### src/rtl/r88_pkg.sv
// Shared encodings for the Rocket88 register-transfer sequencer:
// command opcodes, register-select and address-select codes, FSM states.
package r88_pkg;

  localparam logic [2:0] OP_FETCH = 3'd0;
  localparam logic [2:0] OP_IMM8  = 3'd1;
  localparam logic [2:0] OP_IMM16 = 3'd2;
  localparam logic [2:0] OP_PUSH  = 3'd3;
  localparam logic [2:0] OP_PULL  = 3'd4;

  localparam logic [3:0] RS_A     = 4'd0;
  localparam logic [3:0] RS_SP_H  = 4'd10;
  localparam logic [3:0] RS_FLAGS = 4'd11;

  localparam logic [1:0] AS_BC = 2'd0;
  localparam logic [1:0] AS_DD = 2'd1;
  localparam logic [1:0] AS_PC = 2'd2;
  localparam logic [1:0] AS_SP = 2'd3;

  typedef enum logic [2:0] {
    ST_IDLE,
    ST_PRE,
    ST_SETUP,
    ST_ACCESS,
    ST_POST,
    ST_DONE
  } state_e;

  // High byte of a 16-bit pair lives in the next register code (wraps in 4 bits).
  function automatic logic [3:0] next_sel(input logic [3:0] sel);
    return sel + 4'd1;
  endfunction

endpackage

### src/rtl/r88_waitctr.sv
// Wait-state counter for one memory access; hit flags the final
// unacknowledged cycle the sequencer is allowed to hold a strobe.
module r88_waitctr #(
  parameter int ACK_TIMEOUT = 16,
  parameter int CNT_W       = 8
) (
  input  logic clk,
  input  logic rst,
  input  logic clr,
  input  logic en,
  output logic hit
);

  localparam logic [CNT_W-1:0] LAST = CNT_W'(ACK_TIMEOUT - 1);

  logic [CNT_W-1:0] count;

  always_ff @(posedge clk) begin
    if (rst || clr) begin
      count <= '0;
    end else if (en) begin
      count <= count + 1'b1;
    end
  end

  assign hit = en && (count == LAST);

endmodule

### src/rtl/r88_regseq.sv
// Rocket88 register-transfer sequencer: expands one decoder command into
// timed register-block controls and memory strobes.
module r88_regseq
  import r88_pkg::*;
#(
  parameter int ACK_TIMEOUT = 16,
  parameter int CNT_W       = 8
) (
  input  logic       sysClock,
  input  logic       sysReset,
  input  logic       cmdValid,
  output logic       cmdReady,
  input  logic [2:0] cmdOp,
  input  logic [3:0] cmdReg,
  output logic [3:0] regSel,
  output logic       regRead,
  output logic       regWrite,
  output logic [1:0] regAddrSel,
  output logic       incPC,
  output logic       spInc,
  output logic       spDec,
  output logic       memRead,
  output logic       memWrite,
  input  logic       memAck,
  output logic       opLatch,
  output logic       done,
  output logic       errFlag
);

  state_e     state, nxt;
  logic [2:0] op_r;
  logic [3:0] tgt_r;
  logic       hi_r;
  logic       err_r;
  logic       accept;
  logic       hit;
  logic       is_push;
  logic       is_stack;

  assign cmdReady = (state == ST_IDLE);
  assign accept   = cmdValid && cmdReady;
  assign is_push  = (op_r == OP_PUSH);
  assign is_stack = (op_r == OP_PUSH) || (op_r == OP_PULL);
  assign errFlag  = err_r;

  r88_waitctr #(
    .ACK_TIMEOUT(ACK_TIMEOUT),
    .CNT_W      (CNT_W)
  ) u_waitctr (
    .clk(sysClock),
    .rst(sysReset),
    .clr(state != ST_ACCESS),
    .en ((state == ST_ACCESS) && !memAck),
    .hit(hit)
  );

  always_ff @(posedge sysClock) begin
    if (sysReset) begin
      state <= ST_IDLE;
      hi_r  <= 1'b0;
      err_r <= 1'b0;
    end else begin
      state <= nxt;
      if (accept) begin
        hi_r  <= 1'b0;
        err_r <= 1'b0;
      end else begin
        if (state == ST_POST && op_r == OP_IMM16) hi_r <= 1'b1;
        if (state == ST_ACCESS && hit) err_r <= 1'b1;
      end
    end
  end

  // Command fields; the target advances to the high byte between IMM16 passes.
  always_ff @(posedge sysClock) begin
    if (accept) begin
      op_r  <= cmdOp;
      tgt_r <= cmdReg;
    end else if (state == ST_POST && op_r == OP_IMM16 && !hi_r) begin
      tgt_r <= next_sel(tgt_r);
    end
  end

  // Outputs are forced idle while reset is held so no strobe survives it.
  always_comb begin
    nxt        = state;
    regSel     = RS_A;
    regRead    = 1'b0;
    regWrite   = 1'b0;
    regAddrSel = AS_PC;
    incPC      = 1'b0;
    spInc      = 1'b0;
    spDec      = 1'b0;
    memRead    = 1'b0;
    memWrite   = 1'b0;
    opLatch    = 1'b0;
    done       = 1'b0;
    if (!sysReset) begin
      case (state)
        ST_IDLE: begin
          if (cmdValid) begin
            if (cmdOp > OP_PULL)       nxt = ST_DONE;
            else if (cmdOp == OP_PULL) nxt = ST_PRE;
            else                       nxt = ST_SETUP;
          end
        end
        ST_PRE: begin
          spInc = 1'b1;
          nxt   = ST_SETUP;
        end
        ST_SETUP: begin
          regAddrSel = is_stack ? AS_SP : AS_PC;
          if (is_push) begin
            regRead = 1'b1;
            regSel  = tgt_r;
          end
          nxt = ST_ACCESS;
        end
        ST_ACCESS: begin
          regAddrSel = is_stack ? AS_SP : AS_PC;
          if (is_push) begin
            memWrite = 1'b1;
            regRead  = 1'b1;
            regSel   = tgt_r;
          end else begin
            memRead = 1'b1;
          end
          if (memAck) begin
            if (op_r == OP_FETCH) begin
              opLatch = 1'b1;
            end else if (!is_push) begin
              regWrite = 1'b1;
              regSel   = tgt_r;
            end
            nxt = ST_POST;
          end else if (hit) begin
            nxt = ST_DONE;
          end
        end
        ST_POST: begin
          if (is_push)               spDec = 1'b1;
          else if (op_r != OP_PULL)  incPC = 1'b1;
          nxt = (op_r == OP_IMM16 && !hi_r) ? ST_SETUP : ST_DONE;
        end
        ST_DONE: begin
          done = 1'b1;
          nxt  = ST_IDLE;
        end
        default: nxt = ST_IDLE;
      endcase
    end
  end

endmodule

### config.mk
export PLATFORM = sky130hd
export DESIGN_NAME = r88_regseq
export DESIGN_NICKNAME = d
export VERILOG_FILES = /design/src/rtl/r88_pkg.sv /design/src/rtl/r88_waitctr.sv /design/src/rtl/r88_regseq.sv
export SDC_FILE = /design/constraint.sdc
export NUM_CORES = 1
export LEC_CHECK = 0
export CORE_MARGIN = 1.5
export CORE_UTILIZATION = 44
export CTS_CLUSTER_DIAMETER = 100
export DETAILED_ROUTE_END_ITERATION = 8
export GPL_TIMING_DRIVEN = 0
export PLACE_DENSITY = 0.75
export SETUP_SLACK_MARGIN = 0.02
export SYNTH_ARGS = -nofsm -noshare
export SYNTH_HDL_FRONTEND = slang
export SYNTH_SLANG_ARGS = --single-unit
### constraint.sdc
create_clock -name sysClock -period 1.5 [get_ports sysClock]
set_input_delay 0.3 -clock sysClock [delete_from_list [all_inputs] [get_ports sysClock]]
set_output_delay 0.3 -clock sysClock [all_outputs]
set_load 0.005 [all_outputs]
# After elaboration in Yosys (flattened, before gate mapping)
# Cells that the tools add are included.
[totals]
input_bits = 11
register_bits = 20
[op_classes]
mux = 44
n_eq_ne = 14
addsub = 2
n_reduce_logical = 17
magnitude_cmp = 1
[op_table]
columns = ["operator", "count"]
rows = [
  ["$mux 1", 29],
  ["$mux 4", 7],
  ["$mux 3", 5],
  ["$pmux 3 s5", 1],
  ["$eq 3x2->1 const B", 4],
  ["$eq 3x3->1 const B", 4],
  ["$add 8x1->8 const B", 1],
  ["$eq 8x4->1 const B", 1],
  ["$pmux 4 s2", 1],
  ["$logic_and 1x1->1", 7],
  ["$logic_not 3->1", 2],
  ["$ne 3x3->1 const B", 2],
  ["$add 4x1->4 const B", 1],
  ["$reduce_or 2->1", 2],
  ["$eq 3x1->1 const B", 1],
  ["$gt 3x3->1 const B", 1],
  ["$ne 3x2->1 const B", 1],
  ["$logic_not 1->1", 2],
  ["$logic_or 1x1->1", 2],
  ["$mux 2", 1],
  ["$ne 2x2->1 const B", 1],
  ["$reduce_and 2->1", 1],
  ["$reduce_bool 2->1", 1],
]

# Depth between registers and ports, before layout
# Gate-level depths: netlist of the first run.
[logic_depth]
word_depth = 7
mapped_depth = 5

# Hierarchy
# Synthesis of the first run repeated with hierarchy kept, for this count alone.
[hier_totals]
hier_cells = 136
hier_area_um2 = 1209.9
[by_module_without_submodules]
columns = ["mod", "cells_each", "seq_area_each_um2", "instances", "area_per_inst_um2"]
rows = [
  ["r88_regseq", 97, 310.3, 1, 853.3],
  ["r88_waitctr", 39, 160.2, 1, 356.6],
]

# Worst setup path before layout of the first run
# Ideal clock, no wire load.
[synth_path]
path_type = "input-to-output"
startpoint = "in sysReset"
endpoint = "out regSel[0]"
cell_stages = 4
n_path_buf = 1
setup_slack_ps = -53
required_time_ps = 1200
arrival_time_ps = 1253
cell_sequence = "clkbuf_1 > or3b_1 > o21bai_4 > nor3b_1"
[synth_via]
elab_chain_len = 1
[synth_rtl]
columns = ["item", "line_no", "text"]
rows = [
  ["start, declared", "r88_regseq.sv:10", "input logic sysReset,"],
  ["$mux 4", "r88_regseq.sv:98", "if (!sysReset) begin"],
  ["end, declared", "r88_regseq.sv:15", "output logic [3:0] regSel,"],
]
# No other way between the ends.

# Final worst setup path of the first run
[layout_path]
startpoint = "reg state[2]"
endpoint = "out regSel[3]"
[layout_via]
elab_chain_len = 3
word_cells_on_any_way = 4
cone_classes = "2 x eq/ne; 2 x mux"
[layout_rtl]
columns = ["item", "line_no", "text"]
rows = [
  ["start, declared", "r88_regseq.sv:30", "state_e state, nxt;"],
  ["start signal, assigned", "r88_regseq.sv:63", "state <= nxt;"],
  ["$eq 3x2->1", "r88_regseq.sv:99", "case (state)"],
  ["$pmux 4 s2 *", "r88_regseq.sv:99", ""],
  ["$mux 4 *", "r88_regseq.sv:98", ""],
]
# Every way passes the cells marked *; elsewhere a longest branch is shown, timed or not.

==> results of run 1 <==
## critical path, cell delays in order (launching register included)
cell      delay [ps]
dfxtp_4          380
or3b_4           380
o21bai_4         210
nor3b_2          220
buf_2            160
## cells in the mapped netlist (all sizes together) (2+ instances only)
cell and number:
clkbuf 3, or3 3, nor3 6, ha 2, xor2 3, nand4bb 2, dfxtp 13, or4 4
or3b 3, inv 5, and2 2, a21oi 11, or2 2, edfxtp 7, o21a 2, o31ai 3
nor3b 5, nor4b 4, nand3 4, o21bai 3, nand2 8, o21ai 7, nor2 11, buf 6
## registers in the layout, summed over array words and instances, names as in the netlist
name,count
errFlag,1
op_r,3
hi_r,1
state,3
tgt_r,4
u_waitctr.count,8
## power groups by stage
stage	clock [uW]	combinational [uW]	sequential (uW)
final	308	1040	732
after global routing	352	1100	738
after CTS	318	802	720
after detailed placement	0	494	730
after global placement	0	482	727
after floorplan	0	356	713
## cells by family after synthesis
group / Yosys count / synth area share, %
flip-flops: 20 / 39.3
other: 1 / 0.314
XOR/XNOR: 4 / 2.93
buffers and inverters: 14 / 5.23
AND/OR/NAND/NOR: 58 / 31.0
adder cells (fa/ha/maj): 2 / 2.09
multiplexers: 2 / 1.78
AO/OA/AOI/OAI: 32 / 17.4
## per-stage QoR
step,utilization [%],hold WS [ps],instances,cell area (um2),TNS [ps]
final,80.6,398,227,2030,-5540
after global routing,80.6,386,227,2030,-7960
after CTS,72.6,365,217,1830,-4320
after detailed placement,59.9,457,188,1510,-13270
after global placement,59.9,456,188,1510,-12560
after floorplan,-,399,133,1220,-64.3
## placed cells by master (no fill, tap or decap), drive strengths merged, types with 3 or more instances in the layout
cell type	Yosys	final
nand3	4	4
or3	3	3
o31ai	3	3
o21bai	3	3
o21ai	7	7
nor4b	4	4
inv	5	5
or4	4	4
clkbuf	3	6
dfxtp	13	13
nand2	8	8
edfxtp	7	7
nor3b	5	5
nor2	11	11
buf	6	57
or3b	3	3
a21oi	11	11
nor3	6	6
clkdlybuf4s50	0	8
xor2	3	3
## worst max path at each step
stage	cells past startpoint	startpoint	end	slack (ps)
floorplan	4	sysReset	regSel[0]	-20
global placement	5	memAck	regSel[1]	-800
detailed placement	5	memAck	regSel[2]	-870
CTS	5	op_r[2]	regSel[2]	-380
global route	4	state[2]	regSel[3]	-490
finish	4	state[2]	regSel[3]	-430
## what timing repair did
action | CTS | global route
pin swaps | 16 | 16
cloned | 0 | 1
gates resized for setup | 103 | 39
buffers inserted | 26 | 11
endpoints found under the setup margin | 28 | 35
## per-layer routing
layer  vias to the layer above  wire length (um)  global-route usage (%)  share of wire [%]
met5                         -                 0                       0                  0
met4                         0                95                    8.54                2.4
met3                        10               145                    2.69                3.6
met2                        39              2010                    45.8                 50
met1                       640              1750                    25.9                 44
li1                        615                 -                       -                  -
## final cells by class
cell class                 instances  area [um2]  share of cell area [%]
buffer                             7        83.8                    4.13
multi-input combinational         99         877                    43.2
timing repair buffer              62         497                    24.4
sequential                        20         482                    23.7
tap                               30        37.5                    1.85
inverter                           5        18.8                   0.924
clock buffer                       4        36.3                    1.79
==> out/qor_table.md, run 1 <==
| Metric | This run | Unit |
|:---|:---|:---|
| Outcome | finished with violations | - |
| Violated checks | setup timing | - |
| Proportion of layout cells with a drive suffix above 1 | 55.3 | % |
| Required time at the endpoint of the critical path | 1200 | ps |
| Clock insertion delay at the later pin of the skew report | 290 | ps |
| Num Clock Sinks | 20 | - |
| Final total power | 2080 | uW |
| Pin count of the biggest net entering global routing | 12 | - |
| Biggest fanout along the worst timing path | 4 | - |
| Switching portion of total power | 32.9 | % |
| R2R setup slack | -120 | ps |
| Instance count of the mapped netlist | 133 | - |
| Synth-to-layout area growth | 69.9 | % |
| Launch instance of the worst min-delay path | sysReset | - |
| Layout Skew | 3.56 | ps |
| PwrDens | 1020 | nW/um2 |
| Net count after synthesis | 146 | - |
| Count of buffers inserted at the top-level ports | 25 | - |
| Worst slack, placed | -866 | ps |
| Wire length of the first global-routing pass | 5110 | um |
| Via count of the first global-routing pass | 1,158 | - |
| Final hold viol count | 0 | - |
| Wire length per cell after detailed routing | 17.7 | um |
| Die ar. | 3040 | um2 |
| Vias per Instance | 5.74 | - |
| Total gr overflow | 0 | - |
| Final min period | 1930 | ps |
| Maximum buffer depth of the clock tree | 2 | - |
| Type of the tightest min-delay check | in -> reg | - |
| Ant diodes | 0 | - |
| Total via count in the routed design | 1,304 | - |
| Core Footprint | 2520 | um2 |
| Worst path setup slack after routing | -431 | ps |
| Clock buffers created by TritonCTS | 3 | - |
| Mean instance size in the synthesized netlist | 8.99 | um2 |
| Horizontal extent of the die | 55.1 | um |
| Net switching power of the design | 683 | uW |
| Net count, final | 211 | - |
| Arrival time worst endpoint | 1630 | ps |
| End point of the worst hold path | hi_r | - |
| Area share of the largest cell type after synthesis | 21.8 | % |
| Clock root buffer | clkbuf_4 | - |
| Detailed-route DRC error count | 0 | - |
| RSZ-0062 raised after global routing | true | - |
| Dpl hpwl | 2030 | um |
| Share of power burned in registers | 35.2 | % |
| Part of the cycle the worst path needs | 129 | % |
| Fillcell total | 145 | - |
| Leading cell types by total area after synthesis | dfxtp_1, edfxtp_1, a21oi_1 | - |
| Internal cell power | 1390 | uW |
| Commonest register cell after synthesis | dfxtp_1 | - |
| Synth warn | 0 | - |
| Maximum level of the CTS H-tree | 1 | - |
| Number of enable flip-flop cells after synthesis | 7 | - |
| Number of distinct library cell variants in the gate-level netlist after synthesis | 43 | - |
| Hold Crit Depth | 2 | - |
| Count of endpoints failing setup in the final report | 35 | - |
| Category of the most critical setup path | reg -> out | - |
| # IOs | 28 | - |
| Global router's overall resource usage | 23.6 | % |
| Routed WL | 4010 | um |
| Clock power share | 14.8 | % |
| Max Freq | 0.518 | GHz |
| CTS tree | yes | - |
| Synth Register Bits | 20 | - |
| Combinational share of power | 49.9 | % |
| Cell taking the most area after synthesis | dfxtp_1 | - |
| FF-to-FF Start | op_r[0] | - |
| Number of antenna violations at the first check in global routing | 0 | - |
| Vertical die dimension | 55.1 | um |
| Number of rows in the core area | 18 | - |
| Starting DRC count in detailed routing | 37 | - |
| IR drop worst, VDD | 0.736 | mV |
| Fraction of registers with async set/reset | 0 | % |
| Critical path capture point type | primary output | - |
| Register-to-Register Path Depth | 6 | - |
| Hold-fix buffer count after cts | 0 | - |
| Starting utilization of the core area | 47.4 | % |
| Sequential share of the synthesized area | 39.3 | % |
| Worst R2R End | state[2] | - |
| Reported leakage power | 0.000835 | uW |
| Number of detailed-routing iterations run before antenna repair | 4 | - |
| Max-cap violations | 0 | - |
| Count of antenna-violating nets left after detailed routing | 0 | - |
| Area of the mapped netlist | 1200 | um2 |
| Clk pin slew, worst setup/hold paths | 110 | ps |
| Weighted congestion at the end of routability-driven global placement | 0.834 | - |
| Worst setup SP type | flop | - |
| Max-slew violation count | 0 | - |
(Power assumes the default switching activity.)
==> run 2, diff against run 1 <==
PLACE_DENSITY = 0.74   (was 0.75)
==> out/qor_table.md, run 2 (synthesis results as in run 1) <==
| Metric | This run | Unit |
|:---|:---|:---|
| Leading cell type in the layout, fill and taps excluded | buf_4 | - |
| Worst Hold Margin | 390 | ps |
| Layout Skew | 3.58 | ps |
| Routed WL | 4520 | um |
| Delay of the slowest cell on the worst path | 520 | ps |
| Max-slew violation count | 0 | - |
| Maximum buffer depth of the clock tree | 2 | - |
| Maximum level of the CTS H-tree | 1 | - |
| Fillcell total | 142 | - |
| Total via count in the routed design | 1,353 | - |
| Count of antenna-violating nets left after detailed routing | 0 | - |
| Hold-fix buffer count after cts | 0 | - |
| Number of antenna violations at the first check in global routing | 0 | - |
| Utilization after layout | 82.7 | % |
| Number of detailed-routing iterations run before antenna repair | 4 | - |
| Proportion of layout cells with a drive suffix above 1 | 56.6 | % |
| Critical Path, Cell by Cell | or2_2, a21oi_4, nor3b_2, buf_2 | - |
| Wire length of the first global-routing pass | 5070 | um |
| Critical path buffers and inverters | 1 | - |
| Critical path capture point type | primary output | - |
| CTS tree | yes | - |
| Num Clock Sinks | 20 | - |
| Type of the tightest min-delay check | in -> reg | - |
| Clock buffers created by TritonCTS | 3 | - |
| Max Freq | 0.524 | GHz |
| PwrDens | 1010 | nW/um2 |
| Detailed-route DRC error count | 0 | - |
| Max-cap violations | 0 | - |
| Synth-to-layout area growth | 74.4 | % |
| Worst setup SP type | flop | - |
| Area of all sequential standard cells | 483 | um2 |
| Starting utilization of the core area | 47.4 | % |
| Via count of the first global-routing pass | 1,141 | - |
| Core Footprint | 2520 | um2 |
| Clock root buffer | clkbuf_4 | - |
| Number of flip-flops in the largest register | 8 | - |
| R2R setup slack | -320 | ps |
| Biggest fanout along the worst timing path | 4 | - |
| Arrival time worst endpoint | 1610 | ps |
| Final min period | 1910 | ps |
| Number of rows in the core area | 18 | - |
| Worst slack, placed | -842 | ps |
| Largest Register | u_waitctr.count | - |
| Clk pin slew, worst setup/hold paths | 120 | ps |
| Critical-path cell with the highest stage delay | edfxtp_1 | - |
| Final hold viol count | 0 | - |
| Reported leakage power | 0.000818 | uW |
| Clock insertion delay at the later pin of the skew report | 310 | ps |
| Outcome | finished with violations | - |
| Category of the most critical setup path | reg -> out | - |
| # IOs | 28 | - |
| IR drop worst, VDD | 0.777 | mV |
| Highest-count cells in the layout ignoring fill and taps | buf_4, buf_6, buf_2, dfxtp_1, clkdlybuf4s50_1 | - |
| Weighted congestion at the end of routability-driven global placement | 0.836 | - |
| Worst path setup slack after routing | -407 | ps |
| Dpl hpwl | 2020 | um |
| Category of cells accounting for the largest share of critical-path delay | flip-flops | - |
| Net count, final | 210 | - |
| Die ar. | 3040 | um2 |
| Count of endpoints failing setup in the final report | 34 | - |
| Total gr overflow | 0 | - |
| Violated checks | setup timing | - |
| Global router's overall resource usage | 23.8 | % |
| Part of the cycle the worst path needs | 127 | % |
| Vertical die dimension | 55.1 | um |
| Pin count of the biggest net entering global routing | 12 | - |
| Horizontal extent of the die | 55.1 | um |
| Footprint of the multi-input gates | 930 | um2 |
| RSZ-0062 raised after global routing | true | - |
| Starting DRC count in detailed routing | 23 | - |
| Count of buffers inserted at the top-level ports | 25 | - |
| Largest registers | u_waitctr.count: 8 flops, tgt_r: 4 flops | - |
| Ant diodes | 0 | - |
| Wire length per cell after detailed routing | 20.0 | um |
| Required time at the endpoint of the critical path | 1200 | ps |
| Vias per Instance | 5.99 | - |
## run 2: cell types whose count changed in the layout (fill, tap and decap cells not counted), sizes merged
cell           change
buf                -1
clkdlybuf4s50      +1
dlymetal6s2s       -1
## run 2: area by class of cell
class	count	share of cell area [%]
Clock buffer	4	1.26
Timing Repair Buffer	60	24.1
Multi-Input combinational cell	99	44.6
Sequential cell	20	23.2
Tap cell	30	1.80
Buffer	8	4.20
Inverter	5	0.900
## run 2: path summary, 6_finish.rpt
path                                    startpoint                 end  cells past startpoint
worst min-delay path                      sysReset                hi_r                      2
worst max-delay path                       op_r[2]           regSel[3]                      4
worst max register to register            state[1]            tgt_r[3]                      7
worst min register to register  u_waitctr.count[3]  u_waitctr.count[3]                      2
## run 2: through the flow
| stage | std cells | power (uW) | instance area, um2 | setup TNS (ps) |
|---|---|---|---|---|
| after floorplan | 133 | 1070 | 1220 | -64.3 |
| after global placement | 188 | 1210 | 1510 | -12330 |
| after global routing | 226 | 2190 | 2090 | -10110 |
| after CTS | 212 | 1740 | 1780 | -3350 |
| final | 226 | 2100 | 2090 | -8570 |
| after detailed placement | 188 | 1220 | 1510 | -12880 |
## run 2: timing repair
| item | CTS | global route |
|---|---|---|
| gates resized for setup | 98 | 50 |
| setup buffers | 21 | 13 |
| pin swaps | 8 | 19 |
| gates cloned | 0 | 2 |
| endpoints found under the setup margin | 27 | 36 |
## run 2: metal layers
layer / track usage (%) / wire length, um / vias up
li1: - / - / 613
met1: 24.9 / 1560 / 663
met2: 47.8 / 2520 / 57
met3: 3.49 / 250 / 20
met4: 7.32 / 186 / 0
met5: 0 / 0 / -
## run 2: worst register-to-register path, stage by stage (launching register included)
cell     delay (ps)
dfxtp_4         380
buf_4           140
buf_6           120
buf_8           140
nor4b_4         380
buf_4           220
buf_6           120
o21ai_2          70
## run 2: where the power goes
| part | total (uW) | switching (uW) | internal (uW) |
|---|---|---|---|
| Combinational | 1080 | 481 | 597 |
| Clock | 286 | 182 | 104 |
| Sequential | 739 | 78.2 | 661 |
| Total | 2100 | 741 | 1360 |
